**src/rtl/bf_branch_unit_pkg.sv**
```systemverilog
`default_nettype none
// +--------------------------------------------------------------------------+
// | Module   : bf_branch_unit_pkg                                            |
// | Purpose  : Shared types and codes for the bfX loop controller: state     |
// |            encodings, error codes and default geometry.                  |
// | Ports    : none (package)                                                |
// | Revision : 1.0 - initial release                                         |
// +--------------------------------------------------------------------------+
package bf_branch_unit_pkg;

   localparam int C_PC_W_DEF   = 16;
   localparam int C_DEPTH_DEF  = 16;
   localparam int C_NEST_W_DEF = 8;

   // Controller states; encodings are visible to debug tooling.
   typedef enum logic [1:0] {
      ST_RUN   = 2'd0,
      ST_SKIP  = 2'd1,
      ST_ERROR = 2'd2
   } bf_state_e;

   // Values driven on err_code.
   typedef enum logic [1:0] {
      ERR_NONE = 2'd0,
      ERR_OVF  = 2'd1,
      ERR_UNF  = 2'd2,
      ERR_ILL  = 2'd3
   } bf_err_e;

endpackage : bf_branch_unit_pkg
`default_nettype wire

```
**src/rtl/bf_branch_unit_loop_stack.sv**
```systemverilog
`default_nettype none
// +--------------------------------------------------------------------------+
// | Module   : bf_loop_stack                                                 |
// | Purpose  : LIFO of open-bracket PCs (PC_W x DEPTH) for the loop          |
// |            controller.                                                   |
// | Ports    : clk, rst_n      clock / async active-low reset                |
// |            push_i, pop_i   stack operations (never both in one cycle)    |
// |            din_i           value pushed                                  |
// |            top_o           most recently pushed value                    |
// |            full_o, empty_o occupancy flags                               |
// |            depth_o         number of valid entries                       |
// | Revision : 1.0 - initial release                                         |
// +--------------------------------------------------------------------------+
module bf_loop_stack #(
   parameter int PC_W  = 16,
   parameter int DEPTH = 16
) (
   input  logic                     clk,
   input  logic                     rst_n,
   input  logic                     push_i,
   input  logic                     pop_i,
   input  logic [PC_W-1:0]          din_i,
   output logic [PC_W-1:0]          top_o,
   output logic                     full_o,
   output logic                     empty_o,
   output logic [$clog2(DEPTH):0]   depth_o
);

   localparam int C_IDX_W = $clog2(DEPTH);
   localparam int C_CNT_W = C_IDX_W + 1;

   logic [PC_W-1:0]    mem_q [DEPTH];
   logic [C_CNT_W-1:0] count_q;
   logic [C_CNT_W-1:0] count_d;
   logic [C_CNT_W-1:0] w_top_ptr;
   logic               w_do_push;
   logic               w_do_pop;

   assign full_o    = (count_q == C_CNT_W'(DEPTH));
   assign empty_o   = (count_q == '0);
   assign depth_o   = count_q;
   assign w_do_push = push_i & ~full_o;
   assign w_do_pop  = pop_i & ~empty_o;

   // Top entry sits one below the fill pointer; value is don't-care when empty.
   assign w_top_ptr = count_q - C_CNT_W'(1);
   assign top_o     = mem_q[w_top_ptr[C_IDX_W-1:0]];

   always_comb begin
      count_d = count_q;
      if (w_do_push) begin
         count_d = count_q + C_CNT_W'(1);
      end else if (w_do_pop) begin
         count_d = count_q - C_CNT_W'(1);
      end
   end

   always_ff @(posedge clk or negedge rst_n) begin
      if (!rst_n) begin
         count_q <= '0;
      end else begin
         count_q <= count_d;
      end
   end

   // Storage needs no reset: entries are only read below the fill pointer.
   always_ff @(posedge clk) begin
      if (w_do_push) begin
         mem_q[count_q[C_IDX_W-1:0]] <= din_i;
      end
   end

endmodule : bf_loop_stack
`default_nettype wire

```
**src/rtl/bf_branch_unit.sv**
```systemverilog
`default_nettype none
// +--------------------------------------------------------------------------+
// | Module   : bf_branch_unit                                                |
// | Purpose  : Execute-stage loop controller. Tracks open-bracket PCs,       |
// |            redirects fetch on taken ']', forward-skips loops entered     |
// |            with a zero cell, and halts on nesting errors.                |
// | Ports    : clk, rst_n          clock / async active-low reset            |
// |            ix_valid/open/close decoded instruction strobes               |
// |            ix_pc               address of decoded instruction            |
// |            cell_zero           current data cell is zero                 |
// |            pc_load, pc_target  registered redirect to fetch              |
// |            skipping, halt      SKIP / ERROR state indicators             |
// |            err_code            0 none, 1 overflow, 2 underflow, 3 illegal|
// |            depth               return-stack occupancy                    |
// | Revision : 1.0 - initial release                                         |
// +--------------------------------------------------------------------------+
module bf_branch_unit
   import bf_branch_unit_pkg::*;
#(
   parameter int PC_W   = C_PC_W_DEF,
   parameter int DEPTH  = C_DEPTH_DEF,
   parameter int NEST_W = C_NEST_W_DEF
) (
   input  logic                     clk,
   input  logic                     rst_n,
   input  logic                     ix_valid,
   input  logic                     ix_open,
   input  logic                     ix_close,
   input  logic [PC_W-1:0]          ix_pc,
   input  logic                     cell_zero,
   output logic                     pc_load,
   output logic [PC_W-1:0]          pc_target,
   output logic                     skipping,
   output logic                     halt,
   output logic [1:0]               err_code,
   output logic [$clog2(DEPTH):0]   depth
);

   bf_state_e         state_q, state_d;
   bf_err_e           err_q, err_d;
   logic [NEST_W-1:0] nest_q, nest_d;
   logic              pc_load_q, pc_load_d;
   logic [PC_W-1:0]   pc_target_q, pc_target_d;

   logic              w_push;
   logic              w_pop;
   logic [PC_W-1:0]   w_top;
   logic              w_full;
   logic              w_empty;
   logic              w_accept;

   // The slot right after a redirect belongs to the wrong-path fetch.
   assign w_accept = ix_valid & ~pc_load_q;

   bf_loop_stack #(
      .PC_W  (PC_W),
      .DEPTH (DEPTH)
   ) u_stack (
      .clk     (clk),
      .rst_n   (rst_n),
      .push_i  (w_push),
      .pop_i   (w_pop),
      .din_i   (ix_pc),
      .top_o   (w_top),
      .full_o  (w_full),
      .empty_o (w_empty),
      .depth_o (depth)
   );

   always_comb begin
      state_d     = state_q;
      err_d       = err_q;
      nest_d      = nest_q;
      pc_load_d   = 1'b0;
      pc_target_d = pc_target_q;
      w_push      = 1'b0;
      w_pop       = 1'b0;

      if (w_accept && (state_q != ST_ERROR)) begin
         if (ix_open && ix_close) begin
            state_d = ST_ERROR;
            err_d   = ERR_ILL;
         end else begin
            case (state_q)
               ST_RUN: begin
                  if (ix_open) begin
                     if (cell_zero) begin
                        nest_d  = NEST_W'(1);
                        state_d = ST_SKIP;
                     end else if (w_full) begin
                        state_d = ST_ERROR;
                        err_d   = ERR_OVF;
                     end else begin
                        w_push = 1'b1;
                     end
                  end else if (ix_close) begin
                     if (w_empty) begin
                        state_d = ST_ERROR;
                        err_d   = ERR_UNF;
                     end else if (cell_zero) begin
                        w_pop = 1'b1;
                     end else begin
                        // Loop back to the instruction after the matching '['.
                        pc_load_d   = 1'b1;
                        pc_target_d = w_top + PC_W'(1);
                     end
                  end
               end
               ST_SKIP: begin
                  if (ix_open) begin
                     if (&nest_q) begin
                        state_d = ST_ERROR;
                        err_d   = ERR_OVF;
                     end else begin
                        nest_d = nest_q + NEST_W'(1);
                     end
                  end else if (ix_close) begin
                     nest_d = nest_q - NEST_W'(1);
                     if (nest_q == NEST_W'(1)) begin
                        state_d = ST_RUN;
                     end
                  end
               end
               default: begin
                  state_d = state_q;
               end
            endcase
         end
      end
   end

   always_ff @(posedge clk or negedge rst_n) begin
      if (!rst_n) begin
         state_q     <= ST_RUN;
         err_q       <= ERR_NONE;
         nest_q      <= '0;
         pc_load_q   <= 1'b0;
         pc_target_q <= '0;
      end else begin
         state_q     <= state_d;
         err_q       <= err_d;
         nest_q      <= nest_d;
         pc_load_q   <= pc_load_d;
         pc_target_q <= pc_target_d;
      end
   end

   assign pc_load   = pc_load_q;
   assign pc_target = pc_target_q;
   assign skipping  = (state_q == ST_SKIP);
   assign halt      = (state_q == ST_ERROR);
   assign err_code  = err_q;

endmodule : bf_branch_unit
`default_nettype wire

```
**config.mk**
```make
export PLATFORM = sky130hd
export DESIGN_NAME = bf_branch_unit
export DESIGN_NICKNAME = d
export VERILOG_FILES = /design/src/rtl/bf_branch_unit_pkg.sv /design/src/rtl/bf_branch_unit_loop_stack.sv /design/src/rtl/bf_branch_unit.sv
export SDC_FILE = /design/constraint.sdc
export NUM_CORES = 1
export LEC_CHECK = 0
export BUFFER_PORTS_ARGS = -buffer_cell sky130_fd_sc_hd__clkbuf_2
export CAP_MARGIN = 5
export CORE_UTILIZATION = 42
export DETAILED_ROUTE_END_ITERATION = 8
export GPL_TIMING_DRIVEN = 0
export SYNTH_ARGS = -nofsm -noshare
export SYNTH_HDL_FRONTEND = slang
export SYNTH_SLANG_ARGS = --single-unit
```
**constraint.sdc**
```tcl
create_clock -name clk -period 11 [get_ports clk]
set_input_delay 2.2 -clock clk [delete_from_list [all_inputs] [get_ports clk]]
set_output_delay 2.2 -clock clk [all_outputs]
set_load 0.01 [all_outputs]
```
==> run_results.csv <==
group,metric,value,unit
logic_synthesis,synth_ff_type,"edfxtp_1",
logic_synthesis,synth-edff-count,256,
timing,unrepaired_setup_endpoints_after_global_routing,"no",
timing,worst_slew_pin_slew,1.166,ns
flow_run,maxCapViolations,0,
global_routing,grt_antenna_before_repair,0,
pwr,p_comb_frac,0.405,
floorplanning,design.die.area,0.02998,mm^2
placement,dp_hpwl,19530,um
routing,remaining_drc_errors,0,
cts,htreeDepth,1,
logic_synthesis,avgSynthCellArea,16.56,um^2
placement,placement.io_buffers,47,
logic_synthesis,syn_inst,743,
global_routing,globalRouteOverflowTotal,0,
timing,period_share,0.4363,
critical_path,timing.critical_path.fanout_max,10,
routing,drtAntennaViolNets,0,
pwr,clock_power_share,0.268,
global_routing,grt_first_pass_wirelength,43130,um
finish,final.fill_count,2386,
cts,deepest_clock_path_buffer_count,3,
floorplanning,start_util,0.4275,
timing,setup_total_neg_slack,0,ns
critical_path,regToRegSetupSlack,6.20,ns
finish,drive_gt1_frac,0.2639,
routing,detail_route.wl_per_cell,22.40,um
logic_synthesis,syn-num-nets,774,
logic_synthesis,postSynthRegisterBits,290,
min_path,hold_path.startpoint,"pc_target[3]$_DFFE_PN0P_",
critical_path,data_arrival_time_at_the_worst_slack_endpoint,5.22,ns
timing,final.setup_skew,0.007169,ns
routing,total_length_of_routed_wires,27960,um
finish,area_of_the_multi_input_gates,0.003508,mm^2
logic_synthesis,syn_area,0.01230,mm^2
timing,slew_viol_final,0,
min_path,min_to,"pc_target[3]$_DFFE_PN0P_",
finish,most-common-layout-cells,"edfxtp_1 (256), nand2_1 (85), mux4_2 (57)",
pwr,power.sequential.fraction,0.326,
min_path,timing.hold.worst_path_depth,2,
global_routing,grtUsageTotal,0.1930,
floorplanning,die_w,173.2,um
cts,cts.root.buffer_cell,"clkbuf_16",
timing,timing_hold_violations_final,0,
global_routing,pin_count_of_the_biggest_net_entering_global_routing,35,
logic_synthesis,seq_area_frac_synth,0.6940,
cts,cts_sinks,290,
timing,layout_setup_ws,6.200,ns
critical_path,r2r_start,"u_stack.depth_o[0]$_DFFE_PN0P_",
timing,period_minus_slack,4.800,ns
finish,area_growth_syn_to_layout,17.14,%
floorplanning,core,0.02878,mm^2
pwr,netSwitchingPower,1.421,mW
critical_path,cp_data_required_time,11.42,ns
timing,achievable-frequency,208.4,MHz
routing,route.vias.total,6829,
finish,fin_nets,872,
finish,final-seq-area,0.008538,mm^2
cts,cts_tree,"yes",
floorplanning,io_pins,48,
global_routing,first_global_vias,6890,
pwr,power.switching_fraction,0.3568,
cts,cts_setup_buffers,0,
cts,clkTransAtPathRegs,0.06,ns
routing,dr.pass1.iters,5,
finish,leading_cell_type_in_the_layout_fill_and_taps_excluded,"edfxtp_1",
pwr,vdd_drop_max,0.0001524,V
pwr,cellInternalPower,2.562,mW
routing,drt_first_iter_violations,534,
cts,cts_buffers,29,
pwr,total_leakage_power,5.015,nW
logic_synthesis,synth.lib_cells_used.distinct,63,
status,run_status,"complete, no violations",
critical_path,rr_worst_depth,17,
logic_synthesis,synth.yosys.warnings,0,
floorplanning,num_rows,62,
cts,clkLatencyLatePin,0.55,ns
routing,route.detailed.vias_per_inst,5.472,
placement,gp_congestion,0.8609,
critical_path,regToRegEndpoint,"pc_target[12]$_DFFE_PN0P_",
placement,placement.setup.worst_slack,6.150,ns
logic_synthesis,asyncSetResetFlopFracSynth,0.1172,
cts,cts-hold-fix-buffers,0,
pwr,power.total,3.983,mW
finish,antennaDiodeCount,0,
critical_path,setup.worst_path.end_class,"flip-flop",
cts,cts_repair_resize_count,0,
pwr,power_density,276.4,mW/mm^2
critical_path,timing_worst_setup_path_type,"reg -> reg",
critical_path,timing.critical_path.from_type,"flip-flop",
min_path,hp-class,"reg -> reg",
timing,final-setup-viol-count,0,
timing,slew_headroom,0.2115,
floorplanning,chipHeight,173.2,um
[how the worst max path moves through the flow]
| stage | startpoint | endpoint | slack [ns] | cells past startpoint |
|---|---|---|---|---|
| 2_1_floorplan | ix_close | u_stack.mem_q[3][0]$_DFFE_PP_ | 6.28 | 6 |
| 3_3_place_gp | ix_close | u_stack.mem_q[3][13]$_DFFE_PP_ | 4.17 | 7 |
| 4_1_cts | u_stack.depth_o[0]$_DFFE_PN0P_ | pc_target[12]$_DFFE_PN0P_ | 6.17 | 17 |
| 5_1_grt | u_stack.depth_o[0]$_DFFE_PN0P_ | pc_target[12]$_DFFE_PN0P_ | 5.91 | 17 |
| 3_5_place_dp | ix_close | u_stack.mem_q[7][0]$_DFFE_PP_ | 6.15 | 8 |
| 6_report | u_stack.depth_o[0]$_DFFE_PN0P_ | pc_target[12]$_DFFE_PN0P_ | 6.20 | 17 |
[worst max-delay path, cell delays in order (launching register included)]
cell and delay (ns):
dfrtp_1 0.47, buf_6 0.19, buf_4 0.25, buf_4 0.25, inv_1 0.13, ha_1 0.30, clkbuf_2 0.21, buf_2 0.33
buf_2 0.37, nor2_1 0.14, a221oi_1 0.35, a32oi_1 0.32, inv_1 0.16, ha_1 0.29, o221ai_1 0.28, nor4b_2 0.37
xor2_1 0.18, o21ai_1 0.07
[stage by stage]
| stage | hold WS [ns] | cell area (um^2) | utilization | std cells |
|---|---|---|---|---|
| floorplan | 0.5139 | 12300 | - | 743 |
| global placement | 0.4620 | 13020 | 0.4524 | 1174 |
| detailed placement | 0.4704 | 13370 | 0.4644 | 1194 |
| CTS | 0.4840 | 14410 | 0.5007 | 1248 |
| global route | 0.5039 | 14410 | 0.5007 | 1248 |
| finish | 0.4750 | 14410 | 0.5007 | 1248 |
[cell type report]
class | instances | share of cell area
flip-flops and latches | 290 | 0.5925
multi-input cells | 403 | 0.2434
clock buffers | 32 | 0.05114
repair buffers | 67 | 0.03690
well taps | 384 | 0.03334
clock inverters | 22 | 0.02144
plain buffers | 37 | 0.01789
inverters | 13 | 0.003386
[power groups by stage]
stage               clock [mW]  sequential [mW]  combinational [mW]
floorplan                    0             1.33                1.12
global placement             0             1.32                1.60
detailed placement           0             1.32                1.61
CTS                       1.09             1.30                1.62
global route              1.13             1.31                1.74
finish                    1.07             1.30                1.61
[logic make-up after synthesis]
logic type,synth area share
xor gates and xnor gates,0.01556
DFF,0.6940
muxes,0.1316
AOI/OAI and AO/OA,0.03641
and+or+nand+nor,0.08838
buffers and inverters,0.02491
adders and majority gates,0.009153
[routing by layer]
metal  global-route usage  vias up  wire length (um)
met2               0.3017      218             12830
met3              0.03650       51              1605
met4              0.05826        0               785
li1                     -     3095                 -
met5                    0        -                 0
met1               0.2756     3465             12740
[synth_stat cells (all sizes together), types with 3 or more instances]
library cell / number / area share
nor3b: 4 / 0.0024
nand2b: 6 / 0.0031
nor4b: 5 / 0.0046
buf: 24 / 0.017
nand4: 4 / 0.0020
nor3: 12 / 0.0049
inv: 12 / 0.0037
xnor2: 9 / 0.0064
a21oi: 8 / 0.0033
nor2: 41 / 0.013
mux4: 59 / 0.11
nor4: 9 / 0.0087
mux2i: 26 / 0.021
o21ai: 28 / 0.011
or3: 4 / 0.0020
edfxtp: 256 / 0.62
a31oi: 6 / 0.0031
nand2: 85 / 0.026
a21o: 3 / 0.0018
and3: 11 / 0.0057
a221oi: 4 / 0.0028
nand3: 27 / 0.011
dfrtp: 34 / 0.069
xor2: 12 / 0.0092
clkbuf: 13 / 0.0041
ha: 9 / 0.0092
[state kept, by name, indices dropped and copies added, names as in the netlist]
register	cells
err_code	2
u_stack.mem_q	256
nest_q	8
u_stack.depth_o	5
pc_target	16
state_q	2
pc_load	1
Note: power is estimated with default switching activity, not from simulation.
